$ cat src/rtl/vga_line_prefetcher.sv
// Prefetches framebuffer words from SRAM into a small FIFO and unpacks them
// MSB-first into BPP-bit pixels during the active part of each visible line.
module vga_line_prefetcher #(
  parameter int          BPP      = 2,
  parameter int          DEPTH    = 8,
  parameter int          H_ACTIVE = 640,
  parameter logic [31:0] FB_BASE  = 32'd0
) (
  input  logic                     clk,
  input  logic                     nrst,
  input  logic [1:0]               VGA_state,
  input  logic                     v_active,
  input  logic                     frame_start,
  input  logic                     SRAM_busy,
  input  logic                     data_en,
  input  logic [31:0]              data_from_SRAM,
  output logic                     read,
  output logic [31:0]              SRAM_address,
  output logic [3:0]               byte_select_out,
  output logic [BPP-1:0]           pixel,
  output logic                     pixel_valid,
  output logic                     underrun,
  output logic [$clog2(DEPTH):0]   fifo_level
);
  localparam int WPL = H_ACTIVE * BPP / 32;
  localparam int PPW = 32 / BPP;
  localparam int KW  = (PPW > 1) ? $clog2(PPW) : 1;
  localparam int AW  = $clog2(DEPTH);
  localparam int LW  = $clog2(WPL + 1);

  typedef enum logic {IDLE, FETCH} state_t;
  state_t state, state_nx;

  logic [DEPTH-1:0][31:0] mem;
  logic [AW-1:0]          wr_ptr, rd_ptr;
  logic [AW:0]            count;
  logic [LW-1:0]          line_words;
  logic [KW-1:0]          k;
  logic [1:0]             vs_q;
  logic [4:0]             shamt;
  logic                   capture, active, empty, push, pop, line_end, guard, last_k;

  assign capture  = (state == FETCH) && data_en && !SRAM_busy;
  assign active   = (VGA_state == 2'd2) && v_active;
  assign empty    = (count == '0);
  assign last_k   = (k == KW'(PPW - 1));
  // frame_start discards whatever the same edge would have pushed or popped
  assign push     = capture && !frame_start;
  assign pop      = active && !empty && last_k && !frame_start;
  assign line_end = (vs_q == 2'd2) && (VGA_state != 2'd2);
  assign guard    = v_active && (line_words < LW'(WPL)) && (count < (AW+1)'(DEPTH));
  assign shamt    = 5'((PPW - 1 - int'(k)) * BPP);

  assign read            = (state == FETCH);
  assign byte_select_out = {4{read}};
  assign fifo_level      = count;

  always_comb begin
    state_nx = state;
    case (state)
      IDLE:    if (guard)   state_nx = FETCH;
      FETCH:   if (capture) state_nx = IDLE;
      default: state_nx = IDLE;
    endcase
    if (frame_start) state_nx = IDLE;
  end

  always_ff @(posedge clk or negedge nrst) begin
    if (!nrst) state <= IDLE;
    else       state <= state_nx;
  end

  // Storage needs no reset: occupancy is tracked by count alone.
  always_ff @(posedge clk) begin
    if (push) mem[wr_ptr] <= data_from_SRAM;
  end

  always_ff @(posedge clk or negedge nrst) begin
    if (!nrst) begin
      wr_ptr       <= '0;
      rd_ptr       <= '0;
      count        <= '0;
      line_words   <= '0;
      k            <= '0;
      vs_q         <= 2'd0;
      SRAM_address <= FB_BASE;
      pixel        <= '0;
      pixel_valid  <= 1'b0;
      underrun     <= 1'b0;
    end else begin
      vs_q <= VGA_state;
      if (frame_start) begin
        wr_ptr       <= '0;
        rd_ptr       <= '0;
        count        <= '0;
        line_words   <= '0;
        k            <= '0;
        SRAM_address <= FB_BASE;
        pixel        <= '0;
        pixel_valid  <= 1'b0;
        underrun     <= 1'b0;
      end else begin
        if (push) begin
          wr_ptr       <= wr_ptr + 1'b1;
          SRAM_address <= SRAM_address + 32'd1;
        end
        if (pop) rd_ptr <= rd_ptr + 1'b1;
        case ({push, pop})
          2'b10:   count <= count + 1'b1;
          2'b01:   count <= count - 1'b1;
          default: count <= count;
        endcase
        line_words <= (line_end ? '0 : line_words) + LW'(push);

        if (active) begin
          k <= last_k ? '0 : k + 1'b1;
          if (!empty) begin
            pixel       <= BPP'(mem[rd_ptr] >> shamt);
            pixel_valid <= 1'b1;
          end else begin
            pixel       <= '0;
            pixel_valid <= 1'b0;
            underrun    <= 1'b1;
          end
        end else begin
          if (VGA_state != 2'd2) k <= '0;
          pixel       <= '0;
          pixel_valid <= 1'b0;
        end
      end
    end
  end
endmodule
$ cat config.mk
export PLATFORM = sky130hd
export DESIGN_NAME = vga_line_prefetcher
export DESIGN_NICKNAME = d
export VERILOG_FILES = /design/src/rtl/vga_line_prefetcher.sv
export SDC_FILE = /design/constraint.sdc
export NUM_CORES = 1
export LEC_CHECK = 0
export ABC_AREA = 1
export CAP_MARGIN = 20
export CELL_PAD_IN_SITES_DETAIL_PLACEMENT = 0
export CELL_PAD_IN_SITES_GLOBAL_PLACEMENT = 2
export CORE_MARGIN = 2
export CORE_UTILIZATION = 40
export CTS_BUF_LIST = sky130_fd_sc_hd__clkbuf_2 sky130_fd_sc_hd__clkbuf_4 sky130_fd_sc_hd__clkbuf_8
export DETAILED_ROUTE_END_ITERATION = 10
export PLACE_DENSITY_LB_ADDON = 0.1
export SETUP_SLACK_MARGIN = 0.4
export SKIP_CTS_REPAIR_TIMING = 1
export SLEW_MARGIN = 20
export SYNTH_ARGS = -nofsm -noshare
export SYNTH_HDL_FRONTEND = slang
export SYNTH_SLANG_ARGS = --single-unit
$ cat constraint.sdc
create_clock -name clk -period 4.93 [get_ports clk]
set_input_delay 1.479 -clock clk [delete_from_list [all_inputs] [get_ports clk]]
set_output_delay 1.479 -clock clk [all_outputs]
set_load 0.02 [all_outputs]
**Yosys cells after proc, flatten, opt, wreduce, memory -nomap -nowiden**

Index checks and enable logic that the tools add are counted.

- Register bits: 315
- Input port bits: 40
- Logic and storage cells: 94

- Add/sub/neg operators: 8
- Magnitude comparators: 5
- Equality and inequality tests: 6
- Shift-type cells: 1
- Multiplexer cells: 32
- Bitwise operators: 1
- Reductions and logical operators: 22

Operators by type and width:

| kind | count |
|---|---|
| 256-bit bitwise mux | 1 |
| 32-bit two-way mux | 4 |
| 32-bit binary-select mux with 3-bit select | 1 |
| 32-bit demux with 3-bit select | 1 |
| 32-bit by 1-bit adder with 32-bit output (second input constant) | 1 |
| 32-bit by 5-bit >> shifter with 2-bit output | 1 |
| 4-bit two-way mux | 5 |
| 3-bit two-way mux | 4 |
| 6-bit two-way mux | 2 |
| 1-bit logical AND | 11 |
| 1-bit two-way mux | 9 |
| 4-bit by 1-bit adder with 4-bit output (second input constant) | 2 |
| 3-bit by 4-bit < comparator with 1-bit output (second input constant) | 2 |
| 4-bit one-hot mux with 2 select lines | 1 |
| 2-bit nonzero test | 4 |
| 3-bit by 1-bit adder with 3-bit output (second input constant) | 2 |
| 6-bit by 1-bit adder with 6-bit output | 1 |
| 2-bit == test (second input constant) | 3 |
| 6-bit < comparator (second input constant) | 1 |
| 2-bit two-way mux | 3 |
| 3-bit nonzero test | 2 |
| 4-bit == test (second input constant) | 1 |
| 4-bit zero test | 1 |
| 4-bit < comparator (second input constant) | 1 |
| other kinds (9) | 11 |

**Longest topological paths before layout**

- Depth after elaboration: 8
- Mapped depth: 15
- Mapped depth without buffers: 15

**Least setup slack after synthesis**

Ideal clock, no wire load.

- Path type: input-to-reg
- Start point: input data_en
- End point: register mem[0] (netlist bit) (enable)
- Setup time: 0.461 ns
- Data arrival time: 4.363 ns
- Data required time: 4.469 ns
- Setup slack: 0.106 ns
- Stages on the path: 6
- Path buffers: 0
- Path through: inv_1 -> nor2_2 -> nand2_4 -> nor2_1 -> nand2_1 -> nor3_1

- Word-level cells in the longest chain between the ends: 3

Ends and longest elaborated chain:

| element | line | source |
|---|---|---|
| from (decl) | 15 | `input logic data_en,` |
| 1-bit logical AND (2 in series) | 43 | `assign capture = (state == FETCH) && data_en && !SRAM_busy;` |
| 1-bit logical AND | 48 | `assign push = capture && !frame_start;` |
| to (signal, indexed assignment) | 75 | `if (push) mem[wr_ptr] <= data_from_SRAM;` |
| to (decl) | 34 | `logic [DEPTH-1:0][31:0] mem;` |

No other way between the ends.
A chain may end at the register's enable or synchronous reset.

**Final worst setup path**

- Start point: input data_en
- End point: register mem[255] (netlist bit) (enable)

Same word-level chain as after synthesis.

==> impl_metrics.csv <==
group,metric,value,unit
run,maxCapViolations,0,
sta,maxSlewViolCount,0,
synth,mappedNetlistNets,1410,
synth,synth_cells,1362,
sta,finClkSkew,13.0,ps
synth,synthXorXnorAreaFrac,0.00627,
clock_tree,clock-sinks,315,
setup_path,endpoint,"mem[255]",
synth,synth-simple-area-share,0.229,
setup_path,start_kind,"input port",
setup_path,worst-path-max-fanout,17,
routing,drt-total-wl,36.8,mm
setup_path,startpoint,"data_en",
clock_tree,cts_tree,"done",
routing,post-route-drc-count,0,
finish,drive_above_1_share,0.0866,
finish,area_growth,16.4,%
placement,placed_cells,1861,
sta,max_freq,273,MHz
routing,ant_nets,0,
setup_path,cp.depth,8,
placement,hpwl,22.4,mm
clock_tree,clk_pin_slew_worst_paths,60,ps
synth,yosys_warnings,0,
setup_path,required,5210,ps
setup_path,reg2reg_depth,12,
finish,antenna_cells,0,
hold_path,min_path_type,"reg2reg",
finish,final_cell_mix,"nand2_1 (390), edfxtp_1 (256), nand3_1 (174)",
sta,hold_violations,0,
floorplan,rows,68,
finish,layout.nets,1509,
sta,period_minus_slack,3670,ps
setup_path,crit_slowest_cell,"nor2_4",
global_route,grt.total_usage,0.210,
floorplan,die-area,0.0364,mm^2
synth,yosysSeqAreaShare,0.656,
floorplan,coreArea,0.0345,mm^2
floorplan,die_w,191,um
sta,slew_headroom,0.403,
synth,ys_types,42,
floorplan,initial_core_util,0.405,
synth,synth_top_family_by_area,"simple AND/OR/NAND/NOR gates",
setup_path,path_cells,"clkdlybuf4s50_1 -> inv_1 -> nor2_2 -> nand2_4 -> nor2_1 -> nand2_1 -> nor2_4 -> buf_4",
placement,pre_cts_slack,648,ps
sta,setup-violations-final,0,
placement,place.gp.congestion,0.784,
clock_tree,insertion_delay,590,ps
global_route,grt_pass1_wl,58.2,mm
routing,avgViaCountPerCell,4.95,
sta,period_share,0.744,
status,status,"completed",
sta,tightest_slew,896,ps
setup_path,slowest_delay,650,ps
synth,avgSynthCellArea,10.3,um^2
setup_path,r2r_start,"rd_ptr[0]",
routing,drtPass1Iterations,5,
routing,drt_iter0_drc,607,
pwr,p_per_area,337,mW/mm^2
pwr,power.leakage,6.21,nW
finish,finish.utilization,0.472,
routing,routedWlPerCell,18.8,um
synth,muxShareOfSynthArea,0,
setup_path,crit_buf_inv,3,
sta,grt_setup_unrepaired,"false",
pwr,ir_drop,0.193,mV
clock_tree,root_buffer,"clkbuf_8",
clock_tree,clockBufferDepth,3,
global_route,grt_antenna_before_repair,0,
setup_path,critPathKind,"in2reg",
finish,stdcell_count,1956,
placement,port_buffers,84,
clock_tree,cts_made_buffers,53,
setup_path,reg2reg_to,"pixel[1]",
synth,ys_ff_latch,315,
setup_path,worst-r2r-setup-slack,1890,ps
setup_path,end_kind,"flip-flop",
setup_path,path_delay_family,"simple AND/OR/NAND/NOR gates",
clock_tree,htreeDepth,2,
routing,routed-via-count,9681,
global_route,first_global_vias,9858,
floorplan,die_h,191,um
sta,fin_ws,1260,ps
floorplan,pin_count,85,
setup_path,cp.arrival,3950,ps
global_route,grt-ovfl-total,0,
hold_path,hp-start,"line_words[5]",
finish,layout_commonest_cell,"nand2_1",
sta,setup_total_negative_slack,0,ps
global_route,grt_max_degree,73,
synth,synth_area,0.0140,mm^2
synth,yosys.area_share.adder,0.00717,
synth,synth_compound_area_frac,0.0425,
cell families (layout without fill, tap and decap cells):
family / count (synthesis) / count (layout)
buffers and inverters: 169 / 308
AOI/OAI and AO/OA: 112 / 112
DFF: 315 / 315
adders and majority gates: 8 / 8
xor gates and xnor gates: 10 / 10
and+or+nand+nor: 748 / 748
through the flow:
step	hold slack, ps	power, mW	cell area (um^2)
after floorplan	441	3.10	14000
after global placement	469	3.28	15200
after detailed placement	481	3.28	15200
after CTS	490	5.56	16300
after global routing	503	5.71	16300
final	488	5.48	16300
Yosys cell counts, drive strengths merged:
cell type	number	area (um^2)
nor3	19	111
a211oi	1	7.51
edfxtp	256	7690
clkinv	3	12.5
o21a	3	22.5
a21oi	26	130
inv	103	389
xor2	6	52.6
a31oi	1	6.26
nor2	140	556
o211ai	2	15.0
nand3b	2	27.5
ha	8	100
nor3b	1	7.51
dfrtp	59	1480
clkbuf	16	60.1
o22ai	3	18.8
xnor2	4	35.0
nand4	12	90.1
o21ai	71	355
and3	1	6.26
or2	2	12.5
nand3	174	871
nor4	5	31.3
buf	47	363
nand2	392	1480
o31ai	5	37.5
sequential cells by signal (all words and copies together) (netlist names):
| signal | cells |
|---|---|
| SRAM_address | 32 |
| fifo_level | 4 |
| k | 4 |
| line_words | 6 |
| mem | 256 |
| pixel | 2 |
| pixel_valid | 1 |
| rd_ptr | 3 |
| read | 1 |
| underrun | 1 |
| vs_q | 2 |
| wr_ptr | 3 |
layer usage:
metal,share of wire,global-route usage,up-vias,wire (um)
met3,0.043,0.0375,44,1590
met2,0.46,0.333,168,17000
met4,0.016,0.0522,0,593
met1,0.48,0.300,4660,17700
li1,-,-,4809,-
met5,0,0,-,0
power by group:
group	switching [mW]	internal [mW]	total, mW
registers	0.0108	2.90	2.91
logic	0.218	0.0959	0.314
clock network	1.02	1.24	2.25
total	1.25	4.23	5.48
worst min-delay path by stage:
stage / end / depth (start not counted)
finish: line_words[5] / 1
CTS: line_words[5] / 1
global route: line_words[5] / 1
global placement: line_words[5] / 1
detailed placement: underrun / 2
floorplan: line_words[5] / 1
cell type report:
cell class	instances	area, um^2
Clock buffer	71	865
Clock inverter	24	154
Fill cell	3270	18200
Inverter	106	402
Multi-Input combinational cell	878	4040
Sequential cell	315	9170
Tap cell	455	569
Timing Repair Buffer	107	1060
(Power assumes the default switching activity.)
